[src/rtl/motor_pwm_sequencer.sv]
// ---------------------------------------------------------------------------
// motor_pwm_sequencer
//
// This block provides the shared timebase and configuration control for one or
// more motor_pwm_phase stages. It owns the free-running PWM counter and handles
// start, stop and fault sequencing. Period, duty and deadband are double
// buffered: a host write lands in a shadow set, and the shadow set moves to the
// active registers only at a period boundary. While the block is IDLE the move
// happens immediately instead.
//
// Optional feature: define MOTOR_PWM_SEQ_RAMP_EN to enable duty ramping. With
// it, the shadow duty is treated as a target. At each wrap, the active duty
// steps toward that target by at most RAMP_STEP. The shadow stays pending
// until the target is reached. In IDLE the target is applied directly.
//
// Ports
//   clk_i            system clock, rising edge
//   reset_i          asynchronous active-high reset
//   cfg_valid_i      host offers a config set
//   cfg_ready_o      shadow empty, a config set can be accepted
//   cfg_period_i     requested period (clk cycles)
//   cfg_duty_i       requested duty (counts)
//   cfg_deadband_i   requested deadband (counts)
//   start_i          pulse: begin PWM
//   stop_i           pulse: finish the current period, then halt
//   fault_i          level: immediate halt, latches fault_latched_o
//   fault_clr_i      pulse: clear the latched fault (only while fault_i is low)
//   pwm_counter_o    shared counter, 0 .. pwm_period_o-1
//   pwm_period_o     active period
//   pwm_duty_o       active duty
//   pwm_deadband_o   active deadband
//   pwm_enable_o     enable to the phase stages
//   period_strobe_o  one-cycle pulse while the counter shows pwm_period_o-1
//   fault_latched_o  sticky fault flag
// ---------------------------------------------------------------------------
module motor_pwm_sequencer #(
    parameter int SIZE      = 16,
    parameter int RAMP_STEP = 8
) (
    input  logic            clk_i,
    input  logic            reset_i,
    input  logic            cfg_valid_i,
    output logic            cfg_ready_o,
    input  logic [SIZE-1:0] cfg_period_i,
    input  logic [SIZE-1:0] cfg_duty_i,
    input  logic [SIZE-1:0] cfg_deadband_i,
    input  logic            start_i,
    input  logic            stop_i,
    input  logic            fault_i,
    input  logic            fault_clr_i,
    output logic [SIZE-1:0] pwm_counter_o,
    output logic [SIZE-1:0] pwm_period_o,
    output logic [SIZE-1:0] pwm_duty_o,
    output logic [SIZE-1:0] pwm_deadband_o,
    output logic            pwm_enable_o,
    output logic            period_strobe_o,
    output logic            fault_latched_o
);

    typedef enum logic [1:0] {ST_IDLE, ST_RUN, ST_STOPPING} state_e;

    typedef struct packed {
        logic [SIZE-1:0] period;
        logic [SIZE-1:0] duty;
        logic [SIZE-1:0] deadband;
    } cfg_t;

    localparam logic [SIZE-1:0] MIN_PERIOD = SIZE'(2);

    if (RAMP_STEP < 1) begin : g_step_chk
        $error("RAMP_STEP must be at least 1");
    end

    state_e          state_q, state_d;
    logic [SIZE-1:0] cnt_q, cnt_d;
    cfg_t            active_q, active_d;
    cfg_t            shadow_q, shadow_d;
    logic            pend_q, pend_d;
    logic            strobe_q, strobe_d;
    logic            fault_q, fault_d;

    logic            wrap;
    logic            xfer;
    logic            apply;
    logic [SIZE-1:0] cap_period;
    logic [SIZE-1:0] cap_duty;
    logic [SIZE-1:0] cap_deadband;

    // Clamp the incoming set at capture time. The period is clamped first
    // because the duty and deadband limits both depend on it.
    always_comb begin
        cap_period   = (cfg_period_i < MIN_PERIOD) ? MIN_PERIOD : cfg_period_i;
        cap_duty     = (cfg_duty_i > cap_period) ? cap_period : cfg_duty_i;
        cap_deadband = (cfg_deadband_i > (cap_period >> 1)) ? (cap_period >> 1)
                                                            : cfg_deadband_i;
    end

    assign wrap  = (state_q != ST_IDLE) && (cnt_q == active_q.period - SIZE'(1));
    assign xfer  = cfg_valid_i && !pend_q;
    assign apply = pend_q && ((state_q == ST_IDLE) || wrap);

`ifdef MOTOR_PWM_SEQ_RAMP_EN
    localparam logic [SIZE-1:0] STEP = SIZE'(RAMP_STEP);
    logic [SIZE-1:0] ramp_duty;

    // Move one bounded step toward the target. Once the remaining distance is
    // within one step, land exactly on the target.
    always_comb begin
        ramp_duty = shadow_q.duty;
        if (shadow_q.duty > active_q.duty) begin
            if (shadow_q.duty - active_q.duty > STEP) ramp_duty = active_q.duty + STEP;
        end else begin
            if (active_q.duty - shadow_q.duty > STEP) ramp_duty = active_q.duty - STEP;
        end
    end
`endif

    // ---------------- FSM: state register ----------------
    always_ff @(posedge clk_i or posedge reset_i) begin
        if (reset_i) state_q <= ST_IDLE;
        else         state_q <= state_d;
    end

    // ---------------- FSM: next state ----------------
    always_comb begin
        state_d = state_q;
        if (fault_i) begin
            state_d = ST_IDLE;
        end else begin
            unique case (state_q)
                ST_IDLE:     if (start_i && !fault_q) state_d = ST_RUN;
                ST_RUN:      if (stop_i) state_d = ST_STOPPING;
                // A start arriving together with a stop does not cancel it.
                ST_STOPPING: if (start_i && !stop_i) state_d = ST_RUN;
                             else if (wrap)          state_d = ST_IDLE;
                default:     state_d = ST_IDLE;
            endcase
        end
    end

    // ---------------- FSM: outputs ----------------
    always_comb begin
        pwm_enable_o = (state_q != ST_IDLE);
    end

    // ---------------- datapath next state ----------------
    always_comb begin
        shadow_d = shadow_q;
        active_d = active_q;
        pend_d   = pend_q;

        if (xfer) begin
            shadow_d = '{period: cap_period, duty: cap_duty, deadband: cap_deadband};
            pend_d   = 1'b1;
        end

        // xfer and apply never coincide: xfer needs !pend_q, apply needs pend_q.
        if (apply) begin
`ifdef MOTOR_PWM_SEQ_RAMP_EN
            active_d.period   = shadow_q.period;
            active_d.deadband = shadow_q.deadband;
            active_d.duty     = (state_q == ST_IDLE) ? shadow_q.duty : ramp_duty;
            pend_d            = (active_d.duty != shadow_q.duty);
`else
            active_d = shadow_q;
            pend_d   = 1'b0;
`endif
        end

        // The counter shows 0 on the first RUN cycle and is held at 0 in IDLE.
        if ((state_q == ST_IDLE) || (state_d == ST_IDLE) || wrap) cnt_d = '0;
        else                                                     cnt_d = cnt_q + SIZE'(1);

        // Decode against next-cycle values so the registered strobe lines up
        // with the cycle that shows period-1.
        strobe_d = (state_d != ST_IDLE) && (cnt_d == active_d.period - SIZE'(1));

        if (fault_i)          fault_d = 1'b1;
        else if (fault_clr_i) fault_d = 1'b0;
        else                  fault_d = fault_q;
    end

    always_ff @(posedge clk_i or posedge reset_i) begin
        if (reset_i) begin
            cnt_q    <= '0;
            active_q <= '{period: MIN_PERIOD, duty: '0, deadband: '0};
            shadow_q <= '0;
            pend_q   <= 1'b0;
            strobe_q <= 1'b0;
            fault_q  <= 1'b0;
        end else begin
            cnt_q    <= cnt_d;
            active_q <= active_d;
            shadow_q <= shadow_d;
            pend_q   <= pend_d;
            strobe_q <= strobe_d;
            fault_q  <= fault_d;
        end
    end

    assign cfg_ready_o     = !pend_q;
    assign pwm_counter_o   = cnt_q;
    assign pwm_period_o    = active_q.period;
    assign pwm_duty_o      = active_q.duty;
    assign pwm_deadband_o  = active_q.deadband;
    assign period_strobe_o = strobe_q;
    assign fault_latched_o = fault_q;

endmodule

[config.mk]
export PLATFORM = sky130hd
export DESIGN_NAME = motor_pwm_sequencer
export DESIGN_NICKNAME = d
export VERILOG_FILES = /design/src/rtl/motor_pwm_sequencer.sv
export SDC_FILE = /design/constraint.sdc
export NUM_CORES = 1
export LEC_CHECK = 0
export ABC_AREA = 1
export CORE_MARGIN = 2
export CORE_UTILIZATION = 30
export DETAILED_ROUTE_END_ITERATION = 8
export PLACE_DENSITY = 0.51
export RECOVER_POWER = 25
export SLEW_MARGIN = 20
export SYNTH_ARGS = -nofsm -noshare
export SYNTH_HDL_FRONTEND = slang
export SYNTH_SLANG_ARGS = --single-unit
[constraint.sdc]
create_clock -name clk_i -period 7.23 [get_ports clk_i]
set_input_delay 1.446 -clock clk_i [delete_from_list [all_inputs] [get_ports clk_i]]
set_output_delay 1.446 -clock clk_i [all_outputs]
set_load 0.1 [all_outputs]
Word level (Yosys, flattened, before mapping):

Index checks and enable logic that the tools add are counted.

* output and inout bits: 68
* bits of input ports: 55
* word-level logic and storage cells: 54
* flip-flop bits (word level): 117

* magnitude comparators: 3
* eq/ne operators: 4
* add/sub/neg operators: 3
* reductions and logical operators: 18
* mux-type cells: 15

Operator list (number)
* two-way mux 16 bit: 4
* two-way mux 48 bit: 1
* equality test 16 bit: 2
* subtractor 16 x 1 -> 16 bit (second input constant): 2
* adder 16 x 1 -> 16 bit (second input constant): 1
* greater-than comparator 16 x 15 -> 1 bit: 1
* greater-than comparator 16 bit: 1
* < comparator 16 x 2 -> 1 bit (second input constant): 1
* two-way mux 2 bit: 5
* nonzero test 2 bit: 4
* logical AND 1 bit: 6
* one-hot mux 2 bit (3 select lines): 1
* logical NOT 2 bit: 2
* two-way mux 1 bit: 4
* logical NOT 1 bit: 3
* logical OR 1 bit: 3
* equality test 2 x 1 -> 1 bit (second input constant): 1
* equality test 2 bit (second input constant): 1

Depth between registers and ports, before layout:

* depth in word-level cells: 13
* mapped depth: 31
* depth with buffers taken out: 30

Worst setup path before layout:

OpenSTA, ideal clock, no wires.

* path type: reg-to-reg
* start point: reg active_q, in the netlist pwm_period_o[0]
* end point: reg strobe_q, in the netlist period_strobe_o
* period minus slack after synthesis: 3738 ps
* required time: 7161 ps
* setup time: 69 ps
* buffers on the path: 1
* path slack: 3492 ps
* data arrival time: 3669 ps
* stages on the path, launching flop included: 28
* cells stage by stage: dfrtp_1 > inv_2 > ha_1 > nand2_1 > nor2_1 > nand2_1 > nand2_1 > nand3_1 > nand4_1 > nor2_2 > nand2_2 > nand2_4 > buf_6 > nand3_1 > nand2_2 > ha_1 > nand3_4 > nor2_8 > nand2_4 > nor2_4 > nand2_1 > nand2_1 > nand2_1 > o21ai_2 > nand2_1 > nor2_1 > nand2_1 > nor2_2

* longest elaborated chain between the ends: 13
* elaborated cells between the ends (all ways): 18
* those cells by class: add/sub: 2; eq/ne: 2; mux: 6; reduce/logical: 8

RTL lines
* start, declared: line 76 `cfg_t active_q, active_d;`
* start signal, assigned: line 186 `active_q <= '{period: MIN_PERIOD, duty: '0, deadband: '0};`
* start signal, assigned: line 193 `active_q <= active_d;`
* parallel branches: the longest is 12 deep, another holds subtractor 16 x 1 -> 16 bit
* logical AND 1 bit (*): line 176 `strobe_d = (state_d != ST_IDLE) && (cnt_d == active_d.period - SIZE'(1));`
* net strobe_d: line 79 `logic strobe_q, strobe_d;`
* end signal, assigned: line 196 `strobe_q <= strobe_d;`
* end, declared: line 79

Mark *: on every way through the listed nets, which the timed path passes.
A chain may end at the register's enable or synchronous reset.

Final worst setup path:

* start point: in cfg_valid_i
* end point: reg shadow_q[16] in the netlist's numbering

* longest elaborated chain between the ends: 1

RTL lines
* start, declared: line 42 `input logic cfg_valid_i,`
* logical AND 1 bit: line 99 `assign xfer = cfg_valid_i && !pend_q;`
* end signal, assigned: line 194 `shadow_q <= shadow_d;`
* end, declared: line 77 `cfg_t shadow_q, shadow_d;`

No other way between the ends.

==> impl_metrics.toml <==
[final_layout]
fin_area_mm2 = 0.009294
drive_above_1_share_pct = 7.124
nets = 1186
antenna_cells = 0
syn2layout_area_growth_pct = 27.89

[synth]
synth_fa_ha_area_share_pct = 5.854
ys_seq_area_share_pct = 40.31
synth_top_family_by_area = "simple AND/OR/NAND/NOR gates"
synthArstFlopShare_pct = 100.0
ys_ff_latch = 117
synth_compound_area_share_pct = 12.41
synth_top_area_share_pct = 39.94
yosys-mux-area-fraction_pct = 0.1550
yosys_warnings = 0
yosysMostFrequentCell = "nand2_1"
syn_area_mm2 = 0.007267
synth-xor-area-share_pct = 2.118
synth_cell_types = 43
synth_ff_type = "dfrtp_1"
synth-simple-area-share_pct = 29.56
syn_inst = 983
synth.largest_area_cell = "dfrtp_1"
syn-num-nets = 1072
synth_commonest_cells = "nand2_1 (249), inv_1 (138), dfrtp_1 (116), o21ai_0 (100), nor2_1 (95)"
synth_edf_count = 0
yosys-top-cells-area = "dfrtp_1 (40%), nand2_1 (13%), inv_1 (7.1%)"
syn_area_per_cell_um2 = 7.393

[cts]
root_buffer = "clkbuf_16"
htreeDepth = 4
insertion_delay_ns = 0.41
tritoncts_num_sinks = 117
post-cts-setup-buffers = 0
clkTransAtPathRegs_ns = 0.05
cts_tree = "yes"
cts_hold_buffers = 0
post_cts.resized_instances = 0
cts_buffers = 17
clockBufferDepth = 2

[die]
die_height_um = 159.6
pin_count = 123
dieArea_mm2 = 0.02548
die_w_um = 159.6
core_area_mm2 = 0.02361
initial_core_util_pct = 30.78
rows = 56

[setup_path]
cp.arrival_ns = 5.66
slowest_stage = "clkbuf_1"
cp.required_ns = 7.52
crit_path_cell_trace = "dlygate4sd3_1 > inv_1 > nor2_4 > clkbuf_1 > inv_1 > a21oi_1 > o21ai_0 > o21ai_0"
cp_slowest_stage_delay_ns = 1.74
crit_path_end_kind = "register"
worst_setup_path_start_kind = "primary input"
criticalPathCategory = "primary input to register"
critPathMaxFanout = 63

[sta]
fmax_mhz = 186.1
period_needed_ns = 5.373
fin_hold_ws_ns = 0.4807
setup_tns_ns = 0
hold_violations = 0
setup_viol = 0
fin_crit_sh_pct = 74.31
finalMaxSlewViolations = 184
max_slew_margin_pct = -69.21
clock_skew_ns = 0.01003
grt_setup_unrepaired = "no"
tightest_slew_ns = 2.524

[power_and_ir_drop]
internal_power_w = 0.001643
switching_share_pct = 47.85
p_leak_nw = 4.396
comb_power_share_pct = 46.1
p_clk_share_pct = 25.4
ir_drop_v = 0.0001995
powerDensity_mw_per_mm2 = 339.0
power.switching_w = 0.001508
p_seq_share_pct = 28.5

[detailed_routing]
drtIter0Drc = 449
drt-wirelength-per-cell_um = 15.69
drcViolationCount = 0
routed_wirelength_um = 22400
drt_pre_antenna_iters = 4
via_count = 6649
viasPerCell = 4.656
ant_nets = 0

[grt]
grt_overflow = 0
antenna_found_initial = 0
grtUsageTotal_pct = 17.72
grt_pass1_vias = 6610
grt_max_degree = 93
grt_pass1_wl_um = 35760

[placed_design]
dp_hpwl_um = 17210
gp_congestion = 0.9381
io_buffers = 122
dpl_cell_area_mm2 = 0.008756

[outcome]
status = "finished with violations"
violations = "capacitance limit, slew limit"

[hold_path]
min_path_type = "register to register"

[job]
maxCapViolCount = 3
## logic make-up after synthesis
| family | after synthesis |
|---|---|
| simple gates | 478 |
| buf+inv | 173 |
| compound gates | 164 |
| flops | 117 |
| fa+ha+maj | 34 |
| xor+xnor | 16 |
| mux | 1 |
## layer usage
metal / global-route usage, % / vias up / part of all wire, %
li1: - / 3403 / -
met1: 24.14 / 3060 / 48
met2: 28.47 / 165 / 45
met3: 4.208 / 21 / 5.2
met4: 4.215 / 0 / 1.3
met5: 0 / - / 0
## area by class of cell
type                    count  area [µm²]
repair buffers            124        1230
fillers                  2463       14320
flip-flops and latches    117        2929
multi-input cells         693        3632
inverters                 144       541.8
clock inverters            11       105.1
well taps                 319       399.1
clock buffers              20       456.7
## power by group through the flow
stage,registers (W),logic [W],clock network [W]
floorplan,0.00148,0.000516,0
global placement,0.000908,0.00145,0
detailed placement,0.000911,0.00146,0
CTS,0.000901,0.00146,0.000818
global route,0.000919,0.00156,0.000848
finish,0.000899,0.00145,0.000800
## flip-flops by register name (all words and copies together), names as in the netlist
register,count
period_strobe_o,1
pwm_deadband_o,16
pwm_period_o,16
shadow_q,48
pend_q,1
fault_latched_o,1
pwm_counter_o,16
state_q,2
pwm_duty_o,16
## cell usage in the layout, fill, tap and decap left out, types with 3 or more instances in the layout
cell type        Yosys  layout
nor2_2              10       9
dfrtp_1            116     116
o22ai_1             28      28
nor2_4               5       6
clkdlybuf4s50_1      0     118
o21ai_1              5       4
dlygate4sd3_1        0       4
a21oi_1             17      18
clkinvlp_4           0       7
nand2_4              4       3
nor3_1               8       8
clkbuf_16            0      17
inv_2                4       3
nand3b_1            12      12
o21ai_0            100     101
nand2_1            249     251
xor2_1              11      11
xnor2_1              4       4
nand4_1             12      12
nand3_1             60      60
nor2_1              95      95
ha_1                34      34
nand2_2             15      14
inv_1              138     138
o21ai_2              5       5
## stage by stage
| stage | worst slack (ns) | instances | util (%) | power, W |
|---|---|---|---|---|
| finish | 1.857 | 1428 | 39.36 | 0.003150 |
| global route | 1.448 | 1428 | 39.36 | 0.003330 |
| CTS | 2.709 | 1428 | 39.46 | 0.003181 |
| detailed placement | 2.293 | 1397 | 37.08 | 0.002367 |
| global placement | 2.311 | 1397 | 37.08 | 0.002361 |
| floorplan | 2.685 | 983 | - | 0.001994 |
## final timing paths
| kind | depth (start not counted) | start | slack (ns) | end |
|---|---|---|---|---|
| min in group asynchronous | 2 | reset_i | 2.19 | pwm_duty_o[15]$_DFFE_PP0N_ |
| worst min-delay path | 2 | pwm_deadband_o[11]$_DFFE_PP0N_ | 0.48 | pwm_deadband_o[11]$_DFFE_PP0N_ |
| max in group asynchronous | 3 | reset_i | 2.57 | pwm_deadband_o[10]$_DFFE_PP0N_ |
| worst min register to register | 2 | pwm_deadband_o[11]$_DFFE_PP0N_ | 0.48 | pwm_deadband_o[11]$_DFFE_PP0N_ |
| worst max register to register | 27 | pwm_period_o[0]$_DFF_PP0_ | 2.18 | period_strobe_o$_DFF_PP0_ |
| worst max-delay path | 8 | cfg_valid_i | 1.86 | shadow_q[16]$_DFFE_PP0P_ |
## worst max-delay path: cells and delay by family
kind / cells / cell delay [ns]
AND/OR/NAND/NOR: 1 / 0.06
buffers and inverters: 4 / 3.46
AO/OA/AOI/OAI: 3 / 0.64
Note: power is estimated with default switching activity, not from simulation.
